File: config.mk
export PLATFORM = sky130hd
export DESIGN_NAME = mem_wb_stage
export DESIGN_NICKNAME = d
export VERILOG_FILES = /design/src/rtl/mem_wb_stage.sv
export SDC_FILE = /design/constraint.sdc
export NUM_CORES = 1
export LEC_CHECK = 0
export CAP_MARGIN = 0
export CORE_MARGIN = 5
export CORE_UTILIZATION = 44
export CTS_CLUSTER_SIZE = 28
export DETAILED_ROUTE_END_ITERATION = 8
export DONT_BUFFER_PORTS = 1
export GPL_TIMING_DRIVEN = 0
export PLACE_DENSITY = 0.56
export RECOVER_POWER = 25
export SETUP_SLACK_MARGIN = 0.3
export SYNTH_ARGS = -nofsm -noshare
export SYNTH_HDL_FRONTEND = slang
export SYNTH_SLANG_ARGS = --single-unit
export TNS_END_PERCENT = 10
File: constraint.sdc
create_clock -name clk -period 5.1 [get_ports clk]
set_input_delay 0.51 -clock clk [delete_from_list [all_inputs] [get_ports clk]]
set_output_delay 0.51 -clock clk [all_outputs]
set_load 0.02 [all_outputs]
File: src/rtl/mem_wb_stage.sv
// MEM/WB pipeline stage: valid/ready handshake with a two-entry skid buffer,
// writeback data select, ROB completion tag, flush and ROB-age selective kill.
module mem_wb_stage #(
   parameter int XLEN  = 32,
   parameter int REG_W = 5,
   parameter int ROB_W = 4,
   parameter int CNT_W = 32
) (
   input  logic             clk,
   input  logic             reset,
   input  logic             in_valid,
   output logic             in_ready,
   input  logic [XLEN-1:0]  in_alu_out,
   input  logic [XLEN-1:0]  in_mem_out,
   input  logic [REG_W-1:0] in_rd,
   input  logic             in_mem_to_reg,
   input  logic             in_write_enable,
   input  logic             in_complete,
   input  logic [ROB_W-1:0] in_complete_idx,
   output logic             out_valid,
   input  logic             out_ready,
   output logic [XLEN-1:0]  out_wb_data,
   output logic [REG_W-1:0] out_rd,
   output logic             out_write_enable,
   output logic             out_complete,
   output logic [ROB_W-1:0] out_complete_idx,
   input  logic             flush,
   input  logic             kill_valid,
   input  logic [ROB_W-1:0] kill_idx,
   input  logic [ROB_W-1:0] rob_head,
   output logic             fwd_valid,
   output logic [REG_W-1:0] fwd_rd,
   output logic [XLEN-1:0]  fwd_data,
   output logic [CNT_W-1:0] stall_cnt
);

   typedef struct packed {
      logic [XLEN-1:0]  wb_data;
      logic [REG_W-1:0] rd;
      logic             write_enable;
      logic             complete;
      logic [ROB_W-1:0] complete_idx;
   } entry_t;

   entry_t           main_q, main_d, skid_q, skid_d;
   entry_t           in_entry, slot_a, slot_b;
   logic             main_valid_q, main_valid_d, skid_valid_q, skid_valid_d;
   logic             slot_a_valid, slot_b_valid, keep_a, keep_b;
   logic             fire_in, stall_inc;
   logic [CNT_W-1:0] stall_cnt_q, stall_cnt_d;

   // Offsets from the ROB head make the age compare immune to index wrap.
   function automatic logic is_younger(input logic [ROB_W-1:0] idx,
                                       input logic [ROB_W-1:0] head,
                                       input logic [ROB_W-1:0] kidx);
      logic [ROB_W-1:0] off_idx;
      logic [ROB_W-1:0] off_kill;
      off_idx  = idx - head;
      off_kill = kidx - head;
      return off_idx > off_kill;
   endfunction

   always_comb begin
      in_entry.wb_data      = in_mem_to_reg ? in_mem_out : in_alu_out;
      in_entry.rd           = in_rd;
      in_entry.write_enable = in_write_enable & (in_rd != '0);
      in_entry.complete     = in_complete;
      in_entry.complete_idx = in_complete_idx;
   end

   assign fire_in   = in_valid & in_ready;
   assign stall_inc = main_valid_q & ~out_ready;

   // Slot A/B are the retained entries in FIFO order; kill filters them,
   // then the survivors are compacted into main then skid.
   always_comb begin
      slot_a       = in_entry;
      slot_a_valid = fire_in;
      slot_b       = in_entry;
      slot_b_valid = 1'b0;
      if (main_valid_q && !out_ready) begin
         slot_a       = main_q;
         slot_a_valid = 1'b1;
         slot_b       = skid_valid_q ? skid_q : in_entry;
         slot_b_valid = skid_valid_q | fire_in;
      end else if (skid_valid_q) begin
         slot_a       = skid_q;
         slot_a_valid = 1'b1;
      end

      keep_a = slot_a_valid &
               ~(kill_valid & is_younger(slot_a.complete_idx, rob_head, kill_idx));
      keep_b = slot_b_valid &
               ~(kill_valid & is_younger(slot_b.complete_idx, rob_head, kill_idx));

      main_valid_d = keep_a | keep_b;
      main_d       = keep_a ? slot_a : (keep_b ? slot_b : main_q);
      skid_valid_d = keep_a & keep_b;
      skid_d       = (keep_a & keep_b) ? slot_b : skid_q;
      stall_cnt_d  = stall_cnt_q + {{(CNT_W-1){1'b0}}, stall_inc};

      if (flush) begin
         main_valid_d = 1'b0;
         skid_valid_d = 1'b0;
         stall_cnt_d  = stall_cnt_q;
      end
   end

   always_ff @(posedge clk) begin
      if (reset) begin
         main_valid_q <= 1'b0;
         skid_valid_q <= 1'b0;
         main_q       <= '0;
         skid_q       <= '0;
         stall_cnt_q  <= '0;
      end else begin
         main_valid_q <= main_valid_d;
         skid_valid_q <= skid_valid_d;
         main_q       <= main_d;
         skid_q       <= skid_d;
         stall_cnt_q  <= stall_cnt_d;
      end
   end

   assign in_ready         = ~skid_valid_q;
   assign out_valid        = main_valid_q;
   assign out_wb_data      = main_q.wb_data;
   assign out_rd           = main_q.rd;
   assign out_write_enable = main_valid_q & main_q.write_enable;
   assign out_complete     = main_valid_q & main_q.complete;
   assign out_complete_idx = main_q.complete_idx;
   assign fwd_valid        = out_valid & out_write_enable;
   assign fwd_rd           = out_rd;
   assign fwd_data         = out_wb_data;
   assign stall_cnt        = stall_cnt_q;

endmodule

==> qor.txt <==
run status: complete, no violations
overflow left after global routing: 0
synth warn: 0
count of pins on the block boundary: 205
number of hold-repair buffers added at the cts stage: 0
Worst Tran Pin Value: 0.631 ns
deepest clock path buffer count: 2
clock skew after layout: 0.00953 ns
std cell rows: 45
Cell Area, Synth: 6770 µm²
number of CTS-inserted buffers: 17
unrepaired setup endpoints after global routing: false
count of different cell masters after synthesis: 46
delay contributed by the slowest stage of the critical path: 0.48 ns
starting density of the core: 44.7%
cell types with the highest counts after synthesis: dfxtp_1 (120), nor2_1 (120), mux2i_1 (89), buf_4 (82), mux2_2 (56)
syn_area_per_cell: 9.65 µm²
launching element type of the critical path: flop
synthesized net count: 813
post-cts repair resize count: 0
portion of synthesized cell area occupied by the leading cell type: 35.5%
count of endpoints failing setup in the final report: 0
max-slew violations: 0
maximum achievable frequency: 242 MHz
final core area utilization: 49.4%
Max VDD drop: 229 µV
setup slack of the most critical reg-to-reg path: 0.97 ns
worst min-delay path startpoint: flush
library cell with the largest summed area after synthesis: dfxtp_1
ratio of routed vias to standard cells: 5.20
power density over the cells: 401 nW/µm²
beginning of the worst register-to-register path: out_valid
cells along the critical path: nor2b_1 -> buf_2 -> nor2_1 -> a21oi_1 -> ha_1 -> inv_1 -> fa_1 -> ha_1 -> nor2b_1 -> o31ai_1 -> o311a_1 -> buf_2 -> mux2_1 -> mux2i_1 -> nor2_1
antenna-violating nets left: 0
area overhead of the layout relative to synthesis: 10.4%
Top delay family on crit path: compound AO/OA/AOI/OAI gates
Final GP Congestion: 0.770
total global routing track utilization: 17.2%
Critical R2R Capture: fwd_data[3]
Initial DRC Count: 144
clock tree from TritonCTS: built
count of flip-flops with a built-in enable after synthesis: 0
crit-path max FO: 10
via count of the routed design: 4790
first-pass GRT wire length: 24.8 mm
post-DR wirelength/cell: 17.0 µm
detailed placement HPWL: 12.0 mm
worst path setup slack after routing: 0.973 ns
sequential cell area fraction in the yosys report: 35.5%
WHS: 0.182 ns
Syn Inst Count: 702
number of sinks driven by the clock tree: 120
number of levels the H-tree was split into: 4
Critical-path top delay cell: dfxtp_1
clock-pin slew on the worst setup and hold paths: 0.05 ns
area enclosed by the die boundary: 18000 µm²
count of cells along the worst hold path: 1
count of cells along the worst register-to-register path: 15
arrival time worst endpoint: 4.40 ns
Async SR Flop Fraction: 0%
Period minus WS final: 4.13 ns
Worst Setup End Kind: flop
post-route fraction of the period consumed by the critical path: 80.9%
worst relative slew slack: 58.0%
PortBufs: 0
antenna diode instance count: 0
Leak Pwr: 0.00300 µW
Placeable Area: 15100 µm²
share of post-route cells with drive strength above 1: 21.7%
number of maximum-capacitance violations: 0
Post-Route WL: 15.7 mm
x dimension of the die: 134 µm
Placement Setup Slack: 0.910 ns
summed negative setup slack over all endpoints: 0 ns
post-CTS setup-driven buffer insertion count: 0
number of global-route vias before repair: 4808
worst skew pair latency: 0.41 ns
Data required, critical path: 5.38 ns
number of buffer and inverter stages on the critical path: 3
Critical Setup Path Class: reg2reg
Layout Nets: 832
path category of the worst min-delay check: in2reg
initial antenna violation count: 0
clock tree root driver cell: clkbuf_16
top post-synthesis cells by area: dfxtp_1 (35%), mux2i_1 (13%), mux2_2 (9.3%), buf_4 (9.1%), nor2_1 (6.7%)
die height: 134 µm
Yosys reg bits: 120
most common flop cell mapped by yosys: dfxtp_1
DRC violation count after routing: 0
drt pass-1 iters: 4
maximum number of pins on one net before global-route repair: 17
end point of the worst hold path: skid_valid_q
final number of hold-violating endpoints: 0
placed cells by master, fill, tap and decap left out, types with 2 or more instances in the layout:
master      count
nor2_1        120
dfxtp_1       120
mux2i_1        89
mux2_2         56
clkbuf_1       55
buf_4          49
xor2_1         22
ha_1           18
clkbuf_16      17
nand2_1        15
inv_1          15
xnor2_1        15
a21oi_1        12
nand4_1        12
mux2_1         12
o21ai_0        11
and3_1          8
nand3_1         8
buf_2           7
a211oi_2        7
or3_1           6
and2_1          5
buf_6           5
nor2b_1         4
a21o_1          4
nand2b_1        3
and4_1          3
fa_1            3
clkbuf_8        3
bufinv_16       3
clkinvlp_4      3
nor4_2          2
a211oi_1        2
nand4b_1        2
buf_8           2
per-layer routing:
layer / global-route usage [%] / wire, µm
met4: 5.77 / 202
met2: 28.5 / 7660
met5: 0 / 0
met1: 21.2 / 6730
met3: 5.44 / 1070
cell type report:
class / count / area [µm²]
multi-input cells: 452 / 3500
flip-flops and latches: 120 / 2400
inverters: 15 / 56.3
well taps: 188 / 235
clock buffers: 24 / 482
fillers: 1430 / 7670
clock inverters: 7 / 118
plain buffers: 115 / 684
worst max-delay path by stage:
stage | depth (start not counted) | start | endpoint | slack [ns]
floorplan | 17 | out_valid | fwd_data[10] | 1.40
global placement | 17 | out_valid | fwd_data[22] | 0.98
detailed placement | 17 | out_valid | fwd_data[18] | 0.91
CTS | 17 | out_valid | fwd_data[18] | 0.88
global route | 19 | out_valid | skid_q[22] | 0.59
finish | 15 | out_valid | fwd_data[3] | 0.97
state kept, by name, summed over array words and instances, names as in the netlist:
register,cells
skid_valid_q,1
out_valid,1
out_complete_idx,4
stall_cnt,32
fwd_data,32
main_q,2
fwd_rd,5
skid_q,43
report_power, final:
group	leakage [µW]	internal [µW]	switching, µW	total [µW]
logic	0.00174	302	409	711
registers	0.000976	1010	58.0	1070
clock network	0.000283	804	414	1220
total	0.00300	2110	881	3000
kinds of logic after synthesis:
| kind of cell | synth area share (%) |
|---|---|
| xor gates and xnor gates | 4.79 |
| DFF | 35.5 |
| muxes | 24.5 |
| buffers and inverters | 12.8 |
| AOI/OAI and AO/OA | 4.79 |
| adders and majority gates | 4.21 |
| and+or+nand+nor | 13.5 |
through the flow:
step / cell area [µm²] / total power (µW) / std cells
finish: 7470 / 3000 / 921
global placement: 7010 / 1830 / 890
CTS: 7610 / 3070 / 921
floorplan: 6770 / 1720 / 702
detailed placement: 7010 / 1840 / 890
global route: 7470 / 3140 / 921
No activity file was read; power rests on OpenSTA's default activity.
